===== config.mk =====
export PLATFORM = sky130hd
export DESIGN_NAME = tracer_mc_reg_if
export DESIGN_NICKNAME = d
export VERILOG_FILES = /design/src/rtl/tracer_reg_pkg.sv /design/src/rtl/tracer_ch_regs.sv /design/src/rtl/tracer_mc_reg_if.sv
export SDC_FILE = /design/constraint.sdc
export NUM_CORES = 1
export LEC_CHECK = 0
export CORE_MARGIN = 10
export CORE_UTILIZATION = 35
export CTS_CLUSTER_SIZE = 14
export DETAILED_ROUTE_END_ITERATION = 8
export GPL_TIMING_DRIVEN = 0
export PLACE_DENSITY = 0.76
export SYNTH_ARGS = -nofsm -noshare
export SYNTH_HDL_FRONTEND = slang
export SYNTH_HIERARCHICAL = 1
export SYNTH_SLANG_ARGS = --single-unit

===== constraint.sdc =====
create_clock -name clk_i -period 2.4 [get_ports clk_i]
set_input_delay 0.72 -clock clk_i [delete_from_list [all_inputs] [get_ports clk_i]]
set_output_delay 0.72 -clock clk_i [all_outputs]
set_load 0.02 [all_outputs]

===== src/rtl/tracer_reg_pkg.sv =====
// rtl/tracer_reg_pkg.sv - register map constants and channel config type for the tracer RX register file
package tracer_reg_pkg;

  localparam int TRACER_AW = 12;
  localparam int TRACER_TS = 16;

  localparam logic [2:0] TRACER_GLOBAL_BLK = 3'd7;

  localparam logic [1:0] REG_SADDR  = 2'd0;
  localparam logic [1:0] REG_SIZE   = 2'd1;
  localparam logic [1:0] REG_CFG    = 2'd2;
  localparam logic [1:0] REG_INTCFG = 2'd3;

  localparam logic [1:0] GREG_IRQ_STATUS = 2'd0;
  localparam logic [1:0] GREG_IRQ_PEND   = 2'd1;

  localparam int CFG_CONT_BIT   = 0;
  localparam int CFG_DS_LSB     = 1;
  localparam int CFG_FILTER_BIT = 3;
  localparam int CFG_EN_BIT     = 4;
  localparam int CFG_CLR_BIT    = 5;

  localparam int IRQ_OVF_LSB = 8;

  typedef struct packed {
    logic [TRACER_AW-1:0] startaddr;
    logic [TRACER_TS-1:0] size;
    logic [1:0]           datasize;
    logic                 continuous;
    logic                 filter;
    logic [1:0]           irq_en;
  } tracer_ch_cfg_t;

  // CFG readback mixes live channel status with stored config bits.
  function automatic logic [31:0] cfg_readback(tracer_ch_cfg_t c, logic busy, logic pend);
    return {26'd0, pend, busy, c.filter, c.datasize, c.continuous};
  endfunction

endpackage


===== src/rtl/tracer_ch_regs.sv =====
// rtl/tracer_ch_regs.sv - one RX channel: config registers, en/clr pulses, overflow detect
module tracer_ch_regs
  import tracer_reg_pkg::*;
(
  input  logic           clk_i,
  input  logic           rst_ni,
  input  logic           wr,
  input  logic [1:0]     wr_reg,
  input  logic [31:0]    wdata,
  input  logic           pending,
  output tracer_ch_cfg_t cfg,
  output logic           en_pulse,
  output logic           clr_pulse,
  output logic           ovf_set
);

  logic wr_cfg;
  logic req_en;
  logic req_clr;
  logic unused_wdata;

  assign wr_cfg       = wr && (wr_reg == REG_CFG);
  assign req_en       = wdata[CFG_EN_BIT];
  assign req_clr      = wdata[CFG_CLR_BIT];
  assign unused_wdata = ^wdata;

  // Clear wins over enable; an enable into a full queue is dropped and flagged instead.
  assign ovf_set = wr_cfg & req_en & ~req_clr & pending;

  always_ff @(posedge clk_i or negedge rst_ni) begin
    if (!rst_ni) begin
      cfg       <= '0;
      en_pulse  <= 1'b0;
      clr_pulse <= 1'b0;
    end else begin
      en_pulse  <= wr_cfg & req_en & ~req_clr & ~pending;
      clr_pulse <= wr_cfg & req_clr;
      if (wr) begin
        case (wr_reg)
          REG_SADDR:  cfg.startaddr <= wdata[TRACER_AW-1:0];
          REG_SIZE:   cfg.size      <= wdata[TRACER_TS-1:0];
          REG_CFG: begin
            cfg.continuous <= wdata[CFG_CONT_BIT];
            cfg.datasize   <= wdata[CFG_DS_LSB +: 2];
            cfg.filter     <= wdata[CFG_FILTER_BIT];
          end
          REG_INTCFG: cfg.irq_en    <= wdata[1:0];
          default: ;
        endcase
      end
    end
  end

endmodule


===== src/rtl/tracer_mc_reg_if.sv =====
// rtl/tracer_mc_reg_if.sv - multi-channel tracer uDMA RX register file with read mux, irq flags and irq_o
module tracer_mc_reg_if
  import tracer_reg_pkg::*;
#(
  parameter int NUM_CH         = 2,
  parameter int L2_AWIDTH_NOAL = TRACER_AW,
  parameter int TRANS_SIZE     = TRACER_TS
) (
  input  logic                                  clk_i,
  input  logic                                  rst_ni,
  input  logic [31:0]                           cfg_data_i,
  input  logic [4:0]                            cfg_addr_i,
  input  logic                                  cfg_valid_i,
  input  logic                                  cfg_rw_ni,
  output logic [31:0]                           cfg_data_o,
  output logic                                  cfg_ready_o,
  output logic [NUM_CH-1:0][L2_AWIDTH_NOAL-1:0] cfg_rx_startaddr_o,
  output logic [NUM_CH-1:0][TRANS_SIZE-1:0]     cfg_rx_size_o,
  output logic [NUM_CH-1:0][1:0]                cfg_rx_datasize_o,
  output logic [NUM_CH-1:0]                     cfg_rx_continuous_o,
  output logic [NUM_CH-1:0]                     cfg_rx_filter_o,
  output logic [NUM_CH-1:0]                     cfg_rx_en_o,
  output logic [NUM_CH-1:0]                     cfg_rx_clr_o,
  input  logic [NUM_CH-1:0]                     cfg_rx_en_i,
  input  logic [NUM_CH-1:0]                     cfg_rx_pending_i,
  input  logic [NUM_CH-1:0][L2_AWIDTH_NOAL-1:0] cfg_rx_curr_addr_i,
  input  logic [NUM_CH-1:0][TRANS_SIZE-1:0]     cfg_rx_bytes_left_i,
  input  logic [NUM_CH-1:0]                     ch_done_i,
  output logic                                  irq_o
);

  logic [2:0]  blk;
  logic [1:0]  regsel;
  logic        wr_acc;
  logic        w1c;

  tracer_ch_cfg_t    ch_cfg [NUM_CH];
  logic [NUM_CH-1:0] ovf_set;
  logic [NUM_CH-1:0] done_en;
  logic [NUM_CH-1:0] ovf_en;
  logic [NUM_CH-1:0] done_clr;
  logic [NUM_CH-1:0] ovf_clr;
  logic [NUM_CH-1:0] done_q;
  logic [NUM_CH-1:0] ovf_q;
  logic [31:0]       irq_status;
  logic [31:0]       irq_pend;

  assign blk         = cfg_addr_i[4:2];
  assign regsel      = cfg_addr_i[1:0];
  assign wr_acc      = cfg_valid_i & ~cfg_rw_ni;
  assign cfg_ready_o = 1'b1;

  for (genvar i = 0; i < NUM_CH; i++) begin : g_ch
    tracer_ch_regs u_ch (
      .clk_i     (clk_i),
      .rst_ni    (rst_ni),
      .wr        (wr_acc && (blk == 3'(i))),
      .wr_reg    (regsel),
      .wdata     (cfg_data_i),
      .pending   (cfg_rx_pending_i[i]),
      .cfg       (ch_cfg[i]),
      .en_pulse  (cfg_rx_en_o[i]),
      .clr_pulse (cfg_rx_clr_o[i]),
      .ovf_set   (ovf_set[i])
    );

    assign cfg_rx_startaddr_o[i]  = ch_cfg[i].startaddr;
    assign cfg_rx_size_o[i]       = ch_cfg[i].size;
    assign cfg_rx_datasize_o[i]   = ch_cfg[i].datasize;
    assign cfg_rx_continuous_o[i] = ch_cfg[i].continuous;
    assign cfg_rx_filter_o[i]     = ch_cfg[i].filter;
    assign done_en[i]             = ch_cfg[i].irq_en[0];
    assign ovf_en[i]              = ch_cfg[i].irq_en[1];
  end

  assign w1c      = wr_acc && (blk == TRACER_GLOBAL_BLK) && (regsel == GREG_IRQ_STATUS);
  assign done_clr = w1c ? cfg_data_i[NUM_CH-1:0] : '0;
  assign ovf_clr  = w1c ? cfg_data_i[IRQ_OVF_LSB +: NUM_CH] : '0;

  // Set terms are OR-ed after the clear so a same-cycle event is never lost.
  always_ff @(posedge clk_i or negedge rst_ni) begin
    if (!rst_ni) begin
      done_q <= '0;
      ovf_q  <= '0;
      irq_o  <= 1'b0;
    end else begin
      done_q <= (done_q & ~done_clr) | ch_done_i;
      ovf_q  <= (ovf_q & ~ovf_clr) | ovf_set;
      irq_o  <= |((done_q & done_en) | (ovf_q & ovf_en));
    end
  end

  assign irq_status = {16'd0, 8'(ovf_q), 8'(done_q)};
  assign irq_pend   = {16'd0, 8'(ovf_q & ovf_en), 8'(done_q & done_en)};

  always_comb begin
    cfg_data_o = '0;
    for (int i = 0; i < NUM_CH; i++) begin
      if (blk == 3'(i)) begin
        case (regsel)
          REG_SADDR:  cfg_data_o = 32'(cfg_rx_curr_addr_i[i]);
          REG_SIZE:   cfg_data_o = 32'(cfg_rx_bytes_left_i[i]);
          REG_CFG:    cfg_data_o = cfg_readback(ch_cfg[i], cfg_rx_en_i[i], cfg_rx_pending_i[i]);
          REG_INTCFG: cfg_data_o = {30'd0, ch_cfg[i].irq_en};
          default:    cfg_data_o = '0;
        endcase
      end
    end
    if (blk == TRACER_GLOBAL_BLK) begin
      case (regsel)
        GREG_IRQ_STATUS: cfg_data_o = irq_status;
        GREG_IRQ_PEND:   cfg_data_o = irq_pend;
        default:         cfg_data_o = '0;
      endcase
    end
  end

endmodule


* Word level (Yosys, flattened, before mapping) *
Index checks and enable logic that the tools add are counted.

operators by class
  equal/unequal tests = 5
  multiplexer cells = 8
  bitwise logic cells = 26
  reductions and logical operators = 17

operators by type and width
  operator              number
  $pmux W32 S4          2
  $mux W32              3
  $pmux W10 S2          1
  $reduce_and A2 Y1     8
  $and A2 B2 Y2         6
  $and A1 B1 Y1         11
  $logic_and A1 B1 Y1   6
  $or A2 B2 Y2          3
  $eq A2 B2 Y1 const B  2
  $mux W2               2
  $not A1 Y1            4
  $not A2 Y2            2
  $eq A3 B1 Y1 const B  1
  $eq A3 B3 Y1 const B  1
  $logic_not A3 Y1      1
  $eq A2 B1 Y1 const B  1
  $logic_not A2 Y1      1
  $reduce_or A2 Y1      1

storage, ports and cells
  bits of input ports = 103
  register bits = 77
  output and inout port bits = 102
  logic and storage cells = 75

* Longest topological paths before layout *
  word-level depth = 8
  depth in mapped cells = 7
  depth with buffers taken out = 5

* Modules after synthesis *
Netlist, hierarchy kept.

by module, submodules not included
  module            area an instance (um^2)  cells each  times used  sequential area each (um^2)
  tracer_ch_regs    1390.1                   81          2           900.9
  tracer_mc_reg_if  1077.3                   121         1           125.1

* Worst setup path after synthesis *
Ideal clock, no wire load.

  kind = input -> output
  start point = in cfg_addr_i[0]
  end point = out cfg_data_o[2]
  stages on the path = 7
  data required time = 1.680 ns
  path slack = -0.246 ns
  path buffers = 3
  arrival = 1.926 ns
  cell sequence = buf_6 > buf_8 > buf_6 > mux2i_1 > nor2_1 > a21oi_1 > a211oi_1

between the ends
  word-level cells in the longest chain between the ends = 5
  elaborated cells between the ends (all ways) = 9
  classes of those cells = 3 x eq/ne; 5 x mux; 1 x reduce/logical

RTL lines
  item                                  line                     text
  start, declared                       tracer_mc_reg_if.sv:12   input logic [4:0] cfg_addr_i,
  $eq A2 B2 Y1 (tied with other cells)  tracer_mc_reg_if.sv:100  case (regsel)
  $pmux W32 S4                          tracer_mc_reg_if.sv:100
  $mux W32                              tracer_mc_reg_if.sv:99   if (blk == 3'(i)) begin
  $mux W32 (*)                          tracer_mc_reg_if.sv:99
  $mux W32 (*)                          tracer_mc_reg_if.sv:109  if (blk == TRACER_GLOBAL_BLK) begin
  end, declared                         tracer_mc_reg_if.sv:15   output logic [31:0] cfg_data_o,

Every way passes the cells marked *; elsewhere a longest branch is shown, timed or not. The select of a mux whose other input is x is not followed.

* Worst setup path after layout *
  start point = in cfg_addr_i[0]
  end point = out cfg_data_o[1]

between the ends
  word-level cells in the longest chain between the ends = 5
  elaborated cells between the ends (all ways) = 10
  classes of those cells = 3 x eq/ne; 6 x mux; 1 x reduce/logical

RTL lines
  item                                  line
  $eq A2 B2 Y1 (tied with other cells)  tracer_mc_reg_if.sv:100
  $pmux W32 S4                          tracer_mc_reg_if.sv:100
  $mux W32 (2 in a row)                 tracer_mc_reg_if.sv:99
  $mux W32 (*)                          tracer_mc_reg_if.sv:109

Marked as above.

==> results.cfg <==
[setup_path]
reg2reg_slack_ns = 1.51
rr_worst_depth = 2
crit_slowest_cell = mux4_2
start_kind = input pin
critical_path.max_stage_delay_ns = 0.50
endpoint_kind = output port
arrival_ns = 1.88
cpMostUsedCell = buf_12
reg2reg_to = irq_o
critical_path_class = in -> out
rr_startpoint = g_ch[1].u_ch/cfg[1]
path_max_fanout = 6
critPathRequiredTime_ns = 1.68
crit_chain = buf_12, buf_12, mux4_2, mux2i_2, o22ai_2, buf_6

[power_and_ir_drop]
power.leakage_nw = 2.932
powerDensity_nw_per_um2 = 596.7
irDropWorstVdd_mv = 0.4507

[cts]
clkTransAtPathRegs_ns = 0.08
h-tree-depth = 3
clk_root_buffer_cell = clkbuf_8
numCtsBuffers = 9
holdBufCountCts = 0
cts.sinks = 77
cts_tree = built
clock_latency_ns = 0.34
clock_path_buffers = 2

[final_layout]
layout.nets = 587
syn2layout_area_growth_pct = 62.57
final_util = 0.5810
drive_above_1_share = 0.3824
n_antenna_cell = 0

[detailed_routing]
drtIter0Drc = 125
drc = 0
drtPass1Iterations = 4
via_per_inst = 4.857
via_count = 3055
final_antenna_net_count = 0
wl_um = 12840
drt-wirelength-per-cell_um = 20.42

[timing]
layout_setup_ws_ns = -0.2004
fin_crit_ns = 2.600
rsz0062_at_grt = yes
fin_skew_ns = 0.006575
final_max_slew_viol_count = 0
finalSetupTns_ns = -1.382
setup_viol = 12
max_freq_mhz = 384.6
min_period_over_period = 1.083
hold_viol_final = 0
worst_hold_slack_ns = 0.2149

[global_route]
grt_usage = 0.1602
grt.overflow.total = 0
grt_pass1_vias = 3383
grt_max_degree = 66
antenna_found_initial = 0
grt_pass1_wl_um = 20150

[placed_design]
gp_congestion = 0.8314
dp_slack_ns = -1.626
detailed_place_hpwl_um = 10140
portBuffers = 170

[synthesis]
netlist_instances = 283
synth_top_cell_by_area = dfrtp_1
synth_most_common_cell = dfrtp_1
yosys.area.top_type_share = 0.4995
synthFlopType = dfrtp_1
netlist_top_cells_count = 77 x dfrtp_1, 69 x mux2_2, 17 x buf_4, 15 x nor2_1, 14 x mux2i_1
yosysWarningCount = 6
seq_area_frac_synth = 0.4995
synth-edff-count = 0
netlist_area_um2 = 3857
syn_area_per_cell_um2 = 13.63
synth_seq_cells = 77
synth.area.top_cells = dfrtp_1 50%, mux2_2 20%, mux4_1 5.4%
async_flop_share = 1.000
ys_types = 36

[floorplanning]
num_rows = 38
initial_utilization = 0.3574
ios = 205
dieArea_um2 = 15620
die_height_um = 125.0
core_um2 = 10790
die_w_um = 125.0

[min_path]
hp-class = in -> async

[run]
maxCapViolCount = 0

[outcome]
violations = negative setup slack
status = finished with violations
[cells by family after synthesis]
group | Yosys count | synth area share
flip-flops | 77 | 0.4995
buffers and inverters | 37 | 0.06908
AND/OR/NAND/NOR | 47 | 0.08206
multiplexers | 92 | 0.2981
other | 2 | 0.001947
AO/OA/AOI/OAI | 28 | 0.04930
[metal layers]
metal,part of all wire,up-vias,global-route usage
met4,0.010,0,0.03862
met3,0.089,10,0.06337
met5,0,-,0
li1,-,1391,-
met1,0.41,1512,0.1885
met2,0.49,142,0.2684
[layout make-up]
class | instances | area [µm²]
fill | 915 | 4522
sequential | 77 | 1927
multi-input combinational | 184 | 1864
timing repair buffer | 178 | 1774
buffer | 28 | 277.8
clock buffer | 14 | 192.7
tap | 140 | 175.2
clock inverter | 2 | 37.54
inverter | 6 | 22.52
[registers in the layout, indices dropped and copies added (netlist names)]
| register | cells |
|---|---|
| g_ch.u_ch/cfg | 68 |
| done_q | 2 |
| g_ch.u_ch/clr_pulse | 2 |
| g_ch.u_ch/en_pulse | 2 |
| ovf_q | 2 |
| irq_o | 1 |
[worst max-delay path, delay by kind of cell]
family	cells	cell delay, ns
compound gates	1	0.10
mux	2	0.69
buf+inv	3	0.37
[cells in the final DEF (no fill, tap or decap), types with 8 or more instances in the layout]
cell type	instances
dfrtp_1	77
conb_1	17
nor2_1	13
mux2i_1	10
clkdlybuf4s50_1	114
mux4_2	9
buf_6	14
mux2_2	69
a211oi_2	8
dlygate4sd2_1	30
buf_4	33
clkbuf_8	14
[what timing repair did]
item                       4_1_cts  5_1_grt
buffers inserted                 5        1
resized for setup              173       23
pin swaps                       10       16
cloned                           1        0
setup endpoints to repair       68       19
hold endpoints to repair         0        0
[report_power, final]
| group | total (W) | internal, W | switching (W) |
|---|---|---|---|
| combinational | 0.00112 | 0.000606 | 0.000515 |
| clock | 0.00108 | 0.000623 | 0.000455 |
| sequential | 0.00154 | 0.00145 | 0.0000889 |
[worst max path at each step]
| stage | startpoint | endpoint | cells past startpoint |
|---|---|---|---|
| after floorplan | cfg_addr_i[2] | g_ch[0].u_ch/cfg[24] | 7 |
| after global placement | rst_ni | g_ch[0].u_ch/cfg[5] | 1 |
| after detailed placement | cfg_addr_i[0] | cfg_data_o[5] | 9 |
| after CTS | cfg_addr_i[0] | cfg_data_o[1] | 7 |
| after global routing | cfg_addr_i[0] | cfg_data_o[1] | 6 |
| final | cfg_addr_i[0] | cfg_data_o[1] | 6 |
[stage by stage]
step           cell area [µm²]  power (W)  std cells
4_1_cts                   6192   0.003786        630
6_report                  6271   0.003742        629
2_1_floorplan             3990   0.002064        298
3_3_place_gp              5867   0.002641        608
5_1_grt                   6271   0.003934        629
3_5_place_dp              5892   0.002666        609
No activity file was read; power rests on OpenSTA's default activity.
